File: src/rtl/cnn_seq_pkg.sv
// Shared definitions for the CNN layer sequencer and its helpers.
package cnn_seq_pkg;

    localparam int DEF_ADDR_W = 32;
    localparam int DEF_DATA_W = 16;

    // Ping-pong feature-map bank indices
    localparam logic BANK0 = 1'b0;
    localparam logic BANK1 = 1'b1;

    typedef enum logic [2:0] {
        ST_IDLE,
        ST_LOAD,
        ST_RUN,
        ST_GAP,
        ST_DONE,
        ST_ERR
    } seq_state_e;

endpackage

File: src/rtl/seq_watchdog.sv
// Clearable saturating up-counter; expired_o marks the LIMIT-th counted cycle.
module seq_watchdog #(
    parameter int LIMIT = 1048576
) (
    input  logic clk,
    input  logic rst_n,
    input  logic clr_i,
    input  logic inc_i,
    output logic expired_o
);

    localparam int CNT_W = $clog2(LIMIT + 1);

    logic [CNT_W-1:0] cnt_q;

    // Count while enabled, hold at LIMIT, clear on request
    always_ff @(posedge clk or negedge rst_n) begin
        if (!rst_n) begin
            cnt_q <= '0;
        end else if (clr_i) begin
            cnt_q <= '0;
        end else if (inc_i && (cnt_q != CNT_W'(LIMIT))) begin
            cnt_q <= cnt_q + 1'b1;
        end
    end

    assign expired_o = inc_i && (cnt_q >= CNT_W'(LIMIT - 1));

endmodule

File: src/rtl/cnn_layer_sequencer.sv
// Steps layer engines through en/fin handshakes over a ping-pong buffer.
module cnn_layer_sequencer
    import cnn_seq_pkg::*;
#(
    parameter int NUM_LAYERS  = 2,
    parameter int ADDR_W      = DEF_ADDR_W,
    parameter int DATA_W      = DEF_DATA_W,
    parameter int GAP_CYCLES  = 8,
    parameter int TIMEOUT_CYC = 1048576
) (
    input  logic                         clk,
    input  logic                         rst_n,
    input  logic                         start,
    input  logic                         abort,
    input  logic                         host_we,
    input  logic [ADDR_W-1:0]            host_addr,
    input  logic [DATA_W-1:0]            host_din,
    input  logic                         load_done,
    output logic [NUM_LAYERS-1:0]        layer_en,
    input  logic [NUM_LAYERS-1:0]        layer_fin,
    input  logic [NUM_LAYERS-1:0]        layer_wr_en,
    input  logic [NUM_LAYERS*ADDR_W-1:0] layer_wr_addr,
    input  logic [NUM_LAYERS*DATA_W-1:0] layer_wr_data,
    output logic                         bank0_we,
    output logic [ADDR_W-1:0]            bank0_addr,
    output logic [DATA_W-1:0]            bank0_din,
    output logic                         bank1_we,
    output logic [ADDR_W-1:0]            bank1_addr,
    output logic [DATA_W-1:0]            bank1_din,
    output logic                         rd_bank_sel,
    output logic                         busy,
    output logic                         frame_done,
    output logic                         err_timeout,
    output logic                         err_wr_drop
);

    localparam int LIDX_W = $clog2(NUM_LAYERS) + 1;
    localparam int GAP_W  = $clog2(GAP_CYCLES + 1);

    seq_state_e              state_q, state_d;
    logic [LIDX_W-1:0]       idx_q, idx_d;
    logic [GAP_W-1:0]        gap_q, gap_d;
    logic                    fin_prev_q, fin_prev_d;
    logic [NUM_LAYERS-1:0]   en_q, en_d;
    logic                    b0_we_q, b0_we_d, b1_we_q, b1_we_d;
    logic [ADDR_W-1:0]       b0_addr_q, b0_addr_d, b1_addr_q, b1_addr_d;
    logic [DATA_W-1:0]       b0_din_q, b0_din_d, b1_din_q, b1_din_d;
    logic                    rd_sel_q, rd_sel_d, busy_q, busy_d, done_q, done_d;
    logic                    err_to_q, err_to_d, err_drop_q, err_drop_d;

    logic                    act_fin, act_we, wd_expired, wr_bank;
    logic [ADDR_W-1:0]       act_addr;
    logic [DATA_W-1:0]       act_data;

    seq_watchdog #(.LIMIT(TIMEOUT_CYC)) u_wd (
        .clk       (clk),
        .rst_n     (rst_n),
        .clr_i     (state_q != ST_RUN),
        .inc_i     (state_q == ST_RUN),
        .expired_o (wd_expired)
    );

    // Pick out the active engine's fin and write port
    always_comb begin
        act_fin  = 1'b0;
        act_we   = 1'b0;
        act_addr = '0;
        act_data = '0;
        for (int i = 0; i < NUM_LAYERS; i++) begin
            if (idx_q == LIDX_W'(i)) begin
                act_fin  = layer_fin[i];
                act_we   = layer_wr_en[i];
                act_addr = layer_wr_addr[i*ADDR_W +: ADDR_W];
                act_data = layer_wr_data[i*DATA_W +: DATA_W];
            end
        end
    end

    // Odd layers read bank 1 and so write bank 0, and vice versa
    assign wr_bank = idx_q[0] ? BANK0 : BANK1;

    // Next-state, bank-write routing and registered output decode
    always_comb begin
        state_d    = state_q;
        idx_d      = idx_q;
        gap_d      = gap_q;
        // Outside RUN the previous-fin is forced high, so a fin already
        // high on RUN entry needs a fresh rising edge to count.
        fin_prev_d = (state_q == ST_RUN) ? act_fin : 1'b1;
        err_to_d   = err_to_q;
        err_drop_d = err_drop_q;
        b0_we_d    = 1'b0;
        b0_addr_d  = b0_addr_q;
        b0_din_d   = b0_din_q;
        b1_we_d    = 1'b0;
        b1_addr_d  = b1_addr_q;
        b1_din_d   = b1_din_q;

        if (abort) begin
            state_d = ST_IDLE;
            idx_d   = '0;
            gap_d   = '0;
        end else begin
            if (host_we && (state_q != ST_LOAD)) err_drop_d = 1'b1;
            case (state_q)
                ST_IDLE: if (start) begin
                    state_d    = ST_LOAD;
                    err_to_d   = 1'b0;
                    err_drop_d = host_we;
                end
                ST_LOAD: begin
                    if (host_we) begin
                        b0_we_d   = 1'b1;
                        b0_addr_d = host_addr;
                        b0_din_d  = host_din;
                    end
                    if (load_done) begin
                        state_d = ST_RUN;
                        idx_d   = '0;
                    end
                end
                ST_RUN: begin
                    if (act_we) begin
                        if (wr_bank == BANK1) begin
                            b1_we_d   = 1'b1;
                            b1_addr_d = act_addr;
                            b1_din_d  = act_data;
                        end else begin
                            b0_we_d   = 1'b1;
                            b0_addr_d = act_addr;
                            b0_din_d  = act_data;
                        end
                    end
                    if (act_fin && !fin_prev_q) begin
                        state_d = ST_GAP;
                        gap_d   = '0;
                    end else if (wd_expired) begin
                        state_d  = ST_ERR;
                        err_to_d = 1'b1;
                    end
                end
                ST_GAP: begin
                    if (gap_q == GAP_W'(GAP_CYCLES - 1)) begin
                        gap_d = '0;
                        if (idx_q == LIDX_W'(NUM_LAYERS - 1)) begin
                            state_d = ST_DONE;
                        end else begin
                            idx_d   = idx_q + 1'b1;
                            state_d = ST_RUN;
                        end
                    end else begin
                        gap_d = gap_q + 1'b1;
                    end
                end
                ST_DONE: begin
                    state_d = ST_IDLE;
                    idx_d   = '0;
                end
                default: ;
            endcase
        end

        for (int i = 0; i < NUM_LAYERS; i++) begin
            en_d[i] = (state_d == ST_RUN) && (idx_d == LIDX_W'(i));
        end
        rd_sel_d = (state_d == ST_RUN) && idx_d[0];
        busy_d   = (state_d != ST_IDLE);
        done_d   = (state_d == ST_DONE);
    end

    // State and output registers
    always_ff @(posedge clk or negedge rst_n) begin
        if (!rst_n) begin
            state_q    <= ST_IDLE;
            idx_q      <= '0;
            gap_q      <= '0;
            fin_prev_q <= 1'b1;
            en_q       <= '0;
            b0_we_q    <= 1'b0;
            b0_addr_q  <= '0;
            b0_din_q   <= '0;
            b1_we_q    <= 1'b0;
            b1_addr_q  <= '0;
            b1_din_q   <= '0;
            rd_sel_q   <= 1'b0;
            busy_q     <= 1'b0;
            done_q     <= 1'b0;
            err_to_q   <= 1'b0;
            err_drop_q <= 1'b0;
        end else begin
            state_q    <= state_d;
            idx_q      <= idx_d;
            gap_q      <= gap_d;
            fin_prev_q <= fin_prev_d;
            en_q       <= en_d;
            b0_we_q    <= b0_we_d;
            b0_addr_q  <= b0_addr_d;
            b0_din_q   <= b0_din_d;
            b1_we_q    <= b1_we_d;
            b1_addr_q  <= b1_addr_d;
            b1_din_q   <= b1_din_d;
            rd_sel_q   <= rd_sel_d;
            busy_q     <= busy_d;
            done_q     <= done_d;
            err_to_q   <= err_to_d;
            err_drop_q <= err_drop_d;
        end
    end

    assign layer_en    = en_q;
    assign bank0_we    = b0_we_q;
    assign bank0_addr  = b0_addr_q;
    assign bank0_din   = b0_din_q;
    assign bank1_we    = b1_we_q;
    assign bank1_addr  = b1_addr_q;
    assign bank1_din   = b1_din_q;
    assign rd_bank_sel = rd_sel_q;
    assign busy        = busy_q;
    assign frame_done  = done_q;
    assign err_timeout = err_to_q;
    assign err_wr_drop = err_drop_q;

endmodule

File: config.mk
export PLATFORM = sky130hd
export DESIGN_NAME = cnn_layer_sequencer
export DESIGN_NICKNAME = d
export VERILOG_FILES = /design/src/rtl/cnn_seq_pkg.sv /design/src/rtl/seq_watchdog.sv /design/src/rtl/cnn_layer_sequencer.sv
export SDC_FILE = /design/constraint.sdc
export NUM_CORES = 1
export LEC_CHECK = 0
export BUFFER_PORTS_ARGS = -buffer_cell sky130_fd_sc_hd__clkbuf_2
export CELL_PAD_IN_SITES_DETAIL_PLACEMENT = 1
export CELL_PAD_IN_SITES_GLOBAL_PLACEMENT = 2
export CORE_ASPECT_RATIO = 1.75
export CORE_MARGIN = 2
export CORE_UTILIZATION = 27
export CTS_CLUSTER_SIZE = 24
export DETAILED_ROUTE_END_ITERATION = 8
export PLACE_DENSITY_LB_ADDON = 0.1
export SYNTH_ARGS = -nofsm -noshare
export SYNTH_HDL_FRONTEND = slang
export SYNTH_SLANG_ARGS = --single-unit
File: constraint.sdc
create_clock -name clk -period 1.6 [get_ports clk]
set_input_delay 0.08 -clock clk [delete_from_list [all_inputs] [get_ports clk]]
set_output_delay 0.08 -clock clk [all_outputs]
set_load 0.01 [all_outputs]
==> results.cfg, run 1 <==
[final_layout]
fin_util = 0.437
syn2layout_area_growth_pct = 59.8
layout_commonest_cell = clkbuf_2
register_area_um2 = 3410
multiInputGateArea_um2 = 3770
final_nets = 1246
final_layout_size_suffix_gt1_frac = 0.502
final_cell_mix = 257 x clkbuf_2, 154 x nand2_1, 131 x dfrtp_1, 75 x nor2_1, 73 x buf_4
nFillCells = 2956

[yosys]
synth_edf_count = 0
synth_area_um2 = 7050
yosysUniqueCellTypes = 52
ys_ff_latch = 136
synthCells = 698
synth_fp_nets = 855
seq_area_frac_synth = 0.483
ys_warn_count = 0
syn_avg_cell_area_um2 = 10.1
synth_ff_type = dfrtp_1
synthArstFlopShare = 1.00

[cts]
cts_tree = built
worst_skew_pair.late_latency_ns = 0.44
ctsRootBufferMaster = clkbuf_16
cts_max_level = 4
clkSinkCount = 136
numCtsBuffers = 17
clockBufferDepth = 2
clk_pin_slew_ns = 0.06

[pwr]
p_int_uw = 9290
clock_power_share = 0.332
p_leak_uw = 0.00566
power_uw = 13300
switching_power_uw = 3970
vdd_drop_max_mv = 0.668
comb_power_share = 0.291
pwr-share-seq = 0.377
switching_share = 0.299
powerDensity_nw_per_um2 = 1180

[floorplan]
boundaryPins = 259
initial_utilization = 0.274
row_count = 78
die_w_um = 126
coreArea_um2 = 25800
die_y_um = 218
dieArea_um2 = 27500

[routing]
met1_length_um = 10300
wl_met2_um = 15400
drt_iter0_drc = 214
highest_layer = met4
wl_met3_um = 1410
drc = 0
vias = 6739
drtAntennaViolNets = 0
totalWireLength_um = 27900
routedWlPerCell_um = 19.6
routed_via_density = 4.74
drt_pass1_iterations = 4

[sta]
finalWorstSetupSlack_ns = -0.199
relSlewSlack = 0.659
setup_viol = 105
hold_violations = 0
hold_ws_ns = 0.0562
period_needed_ns = 1.80
rsz0062_at_grt = yes
worstMarginPinSlew_ns = 0.512
fmax_mhz = 556
finClkSkew_ns = 0.00690
period_share = 1.12
slew_viol_final = 0

[worst_setup_path]
path_class = flip-flop to flip-flop
ff2ff_path_depth = 7
cpMostUsedCell = buf_12
crit_cells = 7
endpoint = bank0_addr[21]$_DFFE_PN0P_
worst_r2r_startpoint = idx_q[0]$_DFF_PN0_
cpMaxStageDelayCell = dfrtp_4
cp_data_arrival_time_ns = 2.12
timing.reg2reg.setup_slack_ns = -0.20
rr_endpoint = bank0_addr[21]$_DFFE_PN0P_
worstPathRequired_ns = 1.92
crit_buf_inv = 3
start_kind = flip-flop
crit_fanout = 17
cpPeakStageDelay_ns = 0.53
critPathTopFamily = flip-flops
crit_path_end_kind = flip-flop
crit_start = idx_q[0]$_DFF_PN0_
path_cells = buf_12, nand3_1, nor2_2, o21ai_4, buf_12, buf_16, mux2_2

[grt]
track_usage = 0.200
grt_max_degree = 50
grt_pass1_wl_um = 41700
grt_pass1_vias = 7530
grt_antenna_before_repair = 1
grt_overflow_total = 0

[status]
violations = setup timing
status = complete, but fails checks

[place]
io_buffers = 258
dpl.hpwl_um = 19900
gp_congestion = 0.831
dp_slack_ns = -0.298

[hold_path]
min_path_type = input pin to flip-flop

[flow_run]
cap_viol_max_count = 0
[cell usage after synthesis (4+ instances only)]
cell,number,area [um^2]
xor2_1,5,43.8
dfrtp_1,135,3380
nor4_1,4,25.0
o21ai_0,16,80.1
buf_4,5,37.5
nand2_1,156,586
buf_1,4,15.0
mux2i_1,50,500
or3_1,6,37.5
nor3_1,8,40.0
nor2_1,79,297
inv_1,11,41.3
buf_2,19,95.1
a21oi_1,13,65.1
nand3_1,11,55.1
clkbuf_1,11,41.3
xnor2_1,11,96.3
nand4_1,4,25.0
mux2_2,97,1090
[repair_timing]
action,4_1_cts,5_1_grt
hold buffers,49,0
gates resized for setup,54,53
setup buffers,10,6
hold endpoints to repair,134,0
pin swaps,8,13
endpoints found under the setup margin,117,124
gates cloned,4,3
[registers in the layout, summed over array words and instances, names as in the netlist, 2 cells and up]
name	flops
bank0_addr	32
idx_q	2
bank1_din	16
state_q	3
u_wd.cnt_q	21
bank1_addr	32
layer_en	2
bank0_din	16
gap_q	4
[cell families (layout without fill, tap and decap cells)]
kind of cell               count (synthesis)  in the layout  share of synthesized area
AOI/OAI and AO/OA                         41             41                     0.0375
xor gates and xnor gates                  16             16                     0.0199
adders and majority gates                  3              3                    0.00533
buffers and inverters                     54            457                     0.0369
DFF                                      136            136                      0.483
muxes                                    149            149                      0.230
other                                      0              1                          0
and+or+nand+nor                          299            299                      0.187
[power groups by stage]
stage          combinational (uW)  clock, uW  sequential, uW
2_1_floorplan                1240          0            5380
3_3_place_gp                 3510          0            4990
3_5_place_dp                 3590          0            5030
4_1_cts                      3840       4520            4990
5_1_grt                      4170       4640            5130
6_report                     3860       4400            5000
[worst min path at each step]
stage,from,cells after the start,to,slack [ns]
after detailed placement,rst_n,1,gap_q[1]$_DFFE_PN0P_,0.07
after floorplan,rst_n,0,bank0_addr[0]$_DFFE_PN0P_,-0.22
after global placement,rst_n,1,bank1_addr[31]$_DFFE_PN0P_,0.07
after CTS,layer_wr_data[9],4,bank1_din[9]$_DFFE_PN0P_,0.05
final,layer_fin[0],3,fin_prev_q$_DFF_PN1_,0.06
after global routing,layer_fin[1],3,fin_prev_q$_DFF_PN1_,0.09
[final cells by class]
cell class,count,area share
multi-input combinational,508,0.335
sequential,136,0.303
timing repair buffer,413,0.265
clock buffer,22,0.0421
tap,320,0.0355
clock inverter,9,0.0151
inverter,13,0.00433
antenna,1,0.000222
[per-stage QoR]
| stage | area [um^2] | instances | TNS (ns) |
|---|---|---|---|
| after floorplan | 7090 | 698 | -0.400 |
| after global placement | 9370 | 1319 | -12.20 |
| after detailed placement | 9370 | 1319 | -17.29 |
| after CTS | 10900 | 1413 | -13.06 |
| after global routing | 11300 | 1422 | -21.24 |
| final | 11300 | 1422 | -15.02 |
[metal layers]
| metal | GRT usage | vias up |
|---|---|---|
| met1 | 0.207 | 3342 |
| met3 | 0.0557 | 46 |
| met5 | 0 | - |
| met2 | 0.379 | 203 |
| li1 | - | 3148 |
| met4 | 0.0722 | 0 |
[worst reg2reg max path, delay by kind of cell, from the launching register on]
| kind | cells | cell delay (ns) |
|---|---|---|
| buffers and inverters | 3 | 0.51 |
| DFF | 1 | 0.53 |
| AOI/OAI and AO/OA | 1 | 0.14 |
| muxes | 1 | 0.37 |
| and+or+nand+nor | 2 | 0.14 |
(Power assumes the default switching activity.)
==> inputs of run 2 (changes only) <==
--- a/config.mk
+++ b/config.mk
@@ -18,2 +18,3 @@
 export SYNTH_HDL_FRONTEND = slang
 export SYNTH_SLANG_ARGS = --single-unit
+export TNS_END_PERCENT = 5
==> constraint.sdc (replaced) <==
create_clock -name clk -period 1.6 [get_ports clk]
set_input_delay 0.08 -clock clk [delete_from_list [all_inputs] [get_ports clk]]
set_output_delay 0.08 -clock clk [all_outputs]
set_load 0.02 [all_outputs]
==> run 2 against run 1 <==
  * The flow still finishes with violations (setup timing)
  * Clock skew is 0.0021 ns higher
  * Worst setup slack gained 0.038 ns
  * Cell count fell by 1.3%
  * Utilization shrank 1.8 points
  * Via count is 3.4% lower
  * Sequential power decreased by 0.8%
  * Wire length down 8.7%
  * Total power is 0.51% lower
  * Clock power shrank 16%
  * Die area is the same
  * Fmax grew 2.1%
  * Critical path type unchanged
  * Highest routed layer unchanged
==> results.cfg, run 2 (synthesis gave the netlist of run 1 again) <==
[sta]
hold_ws_ns = 0.00980
fmax_mhz = 568
hold_violations = 0
finClkSkew_ns = 0.00896
rsz0062_at_grt = yes
finalWorstSetupSlack_ns = -0.161
slew_viol_final = 0
setup_viol = 98
worstMarginPinSlew_ns = 0.427
period_needed_ns = 1.76
relSlewSlack = 0.715
period_share = 1.10

[grt]
track_usage = 0.185
grt_max_degree = 41
grt_pass1_wl_um = 39200
grt_antenna_before_repair = 0
grt_overflow_total = 0
grt_pass1_vias = 7311

[pwr]
vdd_drop_max_mv = 0.671
p_leak_uw = 0.00545
p_int_uw = 8640
pwr-share-seq = 0.376
powerDensity_nw_per_um2 = 1220
switching_power_uw = 4560
comb_power_share = 0.343
switching_share = 0.345
clock_power_share = 0.281

[worst_setup_path]
cp_data_arrival_time_ns = 2.11
start_kind = flip-flop
path_class = flip-flop to flip-flop
crit_path_end_kind = flip-flop
cpMaxStageDelayCell = dfrtp_2
crit_fanout = 8
cpPeakStageDelay_ns = 0.45
path_cells = buf_4, or2_0, mux2_4, o221ai_4, inv_2, nor4_2
worstPathRequired_ns = 1.95

[place]
dpl.hpwl_um = 19800
gp_congestion = 0.818
placed_cells = 1320
dp_slack_ns = -0.249
io_buffers = 258

[cts]
worst_skew_pair.late_latency_ns = 0.44
clkSinkCount = 136
cts_tree = built
clk_pin_slew_ns = 0.06
clockBufferDepth = 2
cts_max_level = 4
ctsRootBufferMaster = clkbuf_16
numCtsBuffers = 17

[floorplan]
dieArea_um2 = 27500
boundaryPins = 259
row_count = 78
die_w_um = 126
coreArea_um2 = 25800
die_y_um = 218
initial_utilization = 0.274

[final_layout]
final_cell_mix = 257 x clkbuf_2, 155 x nand2_1, 129 x dfrtp_1, 76 x nor2_1, 73 x buf_4
antenna_cells = 0
syn2layout_area_growth_pct = 53.3
layout_commonest_cell = clkbuf_2
final_layout_size_suffix_gt1_frac = 0.488
final_nets = 1230
nFillCells = 2949
final_cells = 1404

[routing]
drt_pass1_iterations = 4
vias = 6513
routedWlPerCell_um = 18.1
drtAntennaViolNets = 0
drt_iter0_drc = 164
totalWireLength_um = 25400
routed_via_density = 4.64
drc = 0

[flow_run]
cap_viol_max_count = 0

[status]
status = complete, but fails checks
violations = setup timing

[hold_path]
min_path_type = input pin to flip-flop
run 2: cell types whose count changed in the layout (fill, tap and decap cells not counted), moves of 3 or more:
| cell | change |
|---|---|
| buf_16 | -7 |
| mux2_2 | -7 |
| mux2_4 | +7 |
| bufinv_16 | -4 |
| clkbuf_1 | +4 |
| buf_6 | -3 |
| clkbuf_16 | -3 |
| o21ai_1 | +3 |
| o21ai_2 | -3 |
run 2: routing by layer:
layer | global-route usage | wire, um | vias to the layer above
met1 | 0.177 | 8700 | 3222
met5 | 0 | 0 | -
met3 | 0.0366 | 1080 | 34
met4 | 0.0736 | 544 | 0
met2 | 0.377 | 15100 | 163
li1 | - | - | 3094
run 2: timing repair:
| item | in CTS | in global routing |
|---|---|---|
| hold buffers | 47 | 0 |
| pin swaps | 4 | 8 |
| setup endpoints to repair | 121 | 122 |
| buffers inserted | 0 | 7 |
| resized for setup | 34 | 60 |
| cloned | 0 | 0 |
| endpoints found under the hold margin | 182 | 0 |
run 2: power groups by stage:
stage                     clock network, uW  logic (uW)  registers (uW)
final                                  3710        4530            4960
after detailed placement                  0        4310            5000
after global placement                    0        4260            4950
after global routing                   3960        4840            5100
after CTS                              3850        4450            4950
after floorplan                           0        1240            6110
run 2: final cells by class:
type	instances	area [um^2]	share of cell area
Sequential cell	136	3410	0.316
Inverter	13	48.8	0.00451
Clock inverter	4	45.0	0.00417
Clock buffer	26	489	0.0453
Tap cell	320	400	0.0370
Timing Repair Buffer	397	2640	0.245
Multi-Input combinational cell	508	3770	0.348
run 2: through the flow:
| step | setup TNS [ns] | area [um^2] | util | power [uW] |
|---|---|---|---|---|
| 3_5_place_dp | -16.88 | 9380 | 0.364 | 9310 |
| 2_1_floorplan | -0.434 | 7090 | - | 7350 |
| 6_report | -7.44 | 10800 | 0.419 | 13200 |
| 3_3_place_gp | -14.10 | 9380 | 0.364 | 9210 |
| 4_1_cts | -9.57 | 10500 | 0.408 | 13300 |
| 5_1_grt | -14.82 | 10800 | 0.419 | 13900 |
run 2: final timing paths:
| check | startpoint | endpoint | slack [ns] | cells past startpoint |
|---|---|---|---|---|
| worst min register to register | bank1_addr[21]$_DFFE_PN0P_ | bank1_addr[21]$_DFFE_PN0P_ | 0.50 | 1 |
| min in group asynchronous | rst_n | bank1_din[12]$_DFFE_PN0P_ | 0.13 | 2 |
| max in group asynchronous | rst_n | bank0_addr[25]$_DFFE_PN0P_ | 0.87 | 3 |
| worst min-delay path | host_addr[1] | bank0_addr[1]$_DFFE_PN0P_ | 0.01 | 4 |
| worst max register to register | state_q[1]$_DFF_PN0_ | layer_en[0]$_DFF_PN0_ | -0.16 | 6 |
| worst max-delay path | state_q[1]$_DFF_PN0_ | layer_en[0]$_DFF_PN0_ | -0.16 | 6 |
run 2: critical path: cells and delay by family (launching register included):
family	cells	cell delay (ns)
AOI/OAI and AO/OA	1	0.17
buffers and inverters	2	0.23
DFF	1	0.45
muxes	1	0.31
and+or+nand+nor	2	0.50
==> inputs of run 3 (changes only) <==
Settings changed: CORE_MARGIN 2 to not set, SKIP_CTS_REPAIR_TIMING set to 1.
==> run 3 against run 2 <==
  * The flow finishes with violations (hold timing, setup timing)
  * Worst hold slack got worse by 0.036 ns
  * Utilization fell by 0.83 points
  * Fmax shrank 4.1%
  * Non-clock buffer count shrank 24
  * First-iteration DRC count shrank 4.9%
  * Clock skew is 0.00077 ns lower
  * Critical path depth fell by 1
  * Design area decreased by 3.2%
  * Total power about the same
  * Register-to-register slack lost 0.08 ns
  * Largest cell class unchanged
==> results.cfg, run 3 (synthesis gave the netlist of run 1 again) <==
[routing]
routed_via_density = 4.59
totalWireLength_um = 25300
routedWlPerCell_um = 18.4
drt_pass1_iterations = 4
wl_met2_um = 14600
highest_layer = met4
drc = 0
drtAntennaViolNets = 0
wl_met3_um = 1060
met1_length_um = 9230
vias = 6339
drt_iter0_drc = 156

[pwr]
vdd_drop_max_mv = 0.682
power_uw = 13200
powerDensity_nw_per_um2 = 1260
p_leak_uw = 0.00521

[cts]
cts_max_level = 4
ctsRootBufferMaster = clkbuf_16
worst_skew_pair.late_latency_ns = 0.43
numCtsBuffers = 17
clk_pin_slew_ns = 0.06
cts_tree = built
clockBufferDepth = 2
clkSinkCount = 136

[floorplan]
die_w_um = 124
row_count = 77
dieArea_um2 = 26800
die_y_um = 216
boundaryPins = 259
coreArea_um2 = 25400
initial_utilization = 0.277

[grt]
grt_pass1_vias = 6812
grt_antenna_before_repair = 2
grt_pass1_wl_um = 38300
grt_overflow_total = 0
track_usage = 0.196
grt_max_degree = 56

[worst_setup_path]
crit_buf_inv = 0
path_class = flip-flop to flip-flop
path_cells = mux2i_4, or3_4, o21ai_1, o21ai_2, nor4_2
crit_start = idx_q[0]$_DFF_PN0_
worst_r2r_startpoint = idx_q[0]$_DFF_PN0_
cpPeakStageDelay_ns = 0.55
cp_data_arrival_time_ns = 2.16
start_kind = flip-flop
worstPathRequired_ns = 1.93
cpMaxStageDelayCell = dfrtp_4
crit_path_end_kind = flip-flop
critPathTopFamily = simple AND/OR/NAND/NOR gates
crit_fanout = 7

[final_layout]
final_layout_size_suffix_gt1_frac = 0.492
fin_util = 0.411
final_cell_mix = 257 x clkbuf_2, 155 x nand2_1, 130 x dfrtp_1, 88 x mux2_2, 77 x nor2_1
syn2layout_area_growth_pct = 48.3
layout_commonest_cell = clkbuf_2
final_nets = 1206

[sta]
fmax_mhz = 544
setup_viol = 104
hold_ws_ns = -0.0262
finalWorstSetupSlack_ns = -0.237
relSlewSlack = 0.708
slew_viol_final = 0
worstMarginPinSlew_ns = 0.437
hold_violations = 19
period_share = 1.15
finClkSkew_ns = 0.00818
period_needed_ns = 1.84
rsz0062_at_grt = yes

[status]
status = complete, but fails checks
violations = hold timing, setup timing

[place]
dpl.hpwl_um = 19400
io_buffers = 258
gp_congestion = 0.764

[hold_path]
min_from = host_addr[14]
min_path_type = input pin to flip-flop

[flow_run]
cap_viol_max_count = 0
## run 3: cell types whose count changed in the layout (fill, tap and decap cells not counted), sizes merged
| cell | previous run | this run |
|---|---|---|
| dlygate4sd3 | 47 | 29 |
| buf | 93 | 87 |
| clkbuf | 283 | 279 |
| inv | 13 | 16 |
| clkinvlp | 0 | 2 |
| diode | 0 | 2 |
| bufinv | 1 | 2 |
## run 3: path summary, 6_finish.rpt
| kind | depth (start not counted) | slack [ns] | endpoint |
|---|---|---|---|
| setup reg to reg | 5 | -0.24 | layer_en[0]$_DFF_PN0_ |
| hold / removal | 4 | -0.03 | bank0_addr[14]$_DFFE_PN0P_ |
| setup / recovery | 5 | -0.24 | layer_en[0]$_DFF_PN0_ |
| min in group asynchronous | 2 | 0.13 | bank0_din[13]$_DFFE_PN0P_ |
| max in group asynchronous | 3 | 0.88 | fin_prev_q$_DFF_PN1_ |
| hold reg to reg | 1 | 0.50 | bank1_addr[8]$_DFFE_PN0P_ |
## run 3: metrics by stage
step           setup TNS, ns  worst slack (ns)  instances  instance area, um^2  hold WS (ns)
5_1_grt               -18.89            -0.293       1380                10500      0.000770
6_report              -11.15            -0.237       1380                10500       -0.0262
3_3_place_gp          -16.73            -0.325       1314                 9350        0.0286
2_1_floorplan         -0.434           -0.0445        698                 7090        -0.216
4_1_cts               -18.00            -0.379       1346                 9940        -0.444
3_5_place_dp          -16.72            -0.357       1314                 9350        0.0292
## run 3: final cells by class
| cell class | instances | area, um^2 |
|---|---|---|
| Multi-Input combinational cell | 508 | 3610 |
| Tap cell | 316 | 395 |
| Sequential cell | 136 | 3410 |
| Antenna cell | 2 | 5.00 |
| Fill cell | 2964 | 15000 |
| Inverter | 13 | 53.8 |
| Clock buffer | 22 | 474 |
| Clock inverter | 10 | 116 |
| Timing Repair Buffer | 373 | 2390 |
## run 3: report_power, final
group          total, uW  internal [uW]  switching (uW)  leakage, uW
clock network       4010           2420            1580     0.000287
registers           4940           4410             532      0.00173
logic               4250           1770            2480      0.00320
## run 3: worst min-delay path, cell delays in order
cell and delay (ns):
clkbuf_2 0.08, nand2_1 0.04, nand2_1 0.05, mux2_2 0.13
## run 3: layer usage
layer / vias up / GRT usage
met3: 27 / 0.0373
met2: 164 / 0.378
li1: 3061 / -
met4: 0 / 0.0659
met1: 3087 / 0.202
met5: - / 0
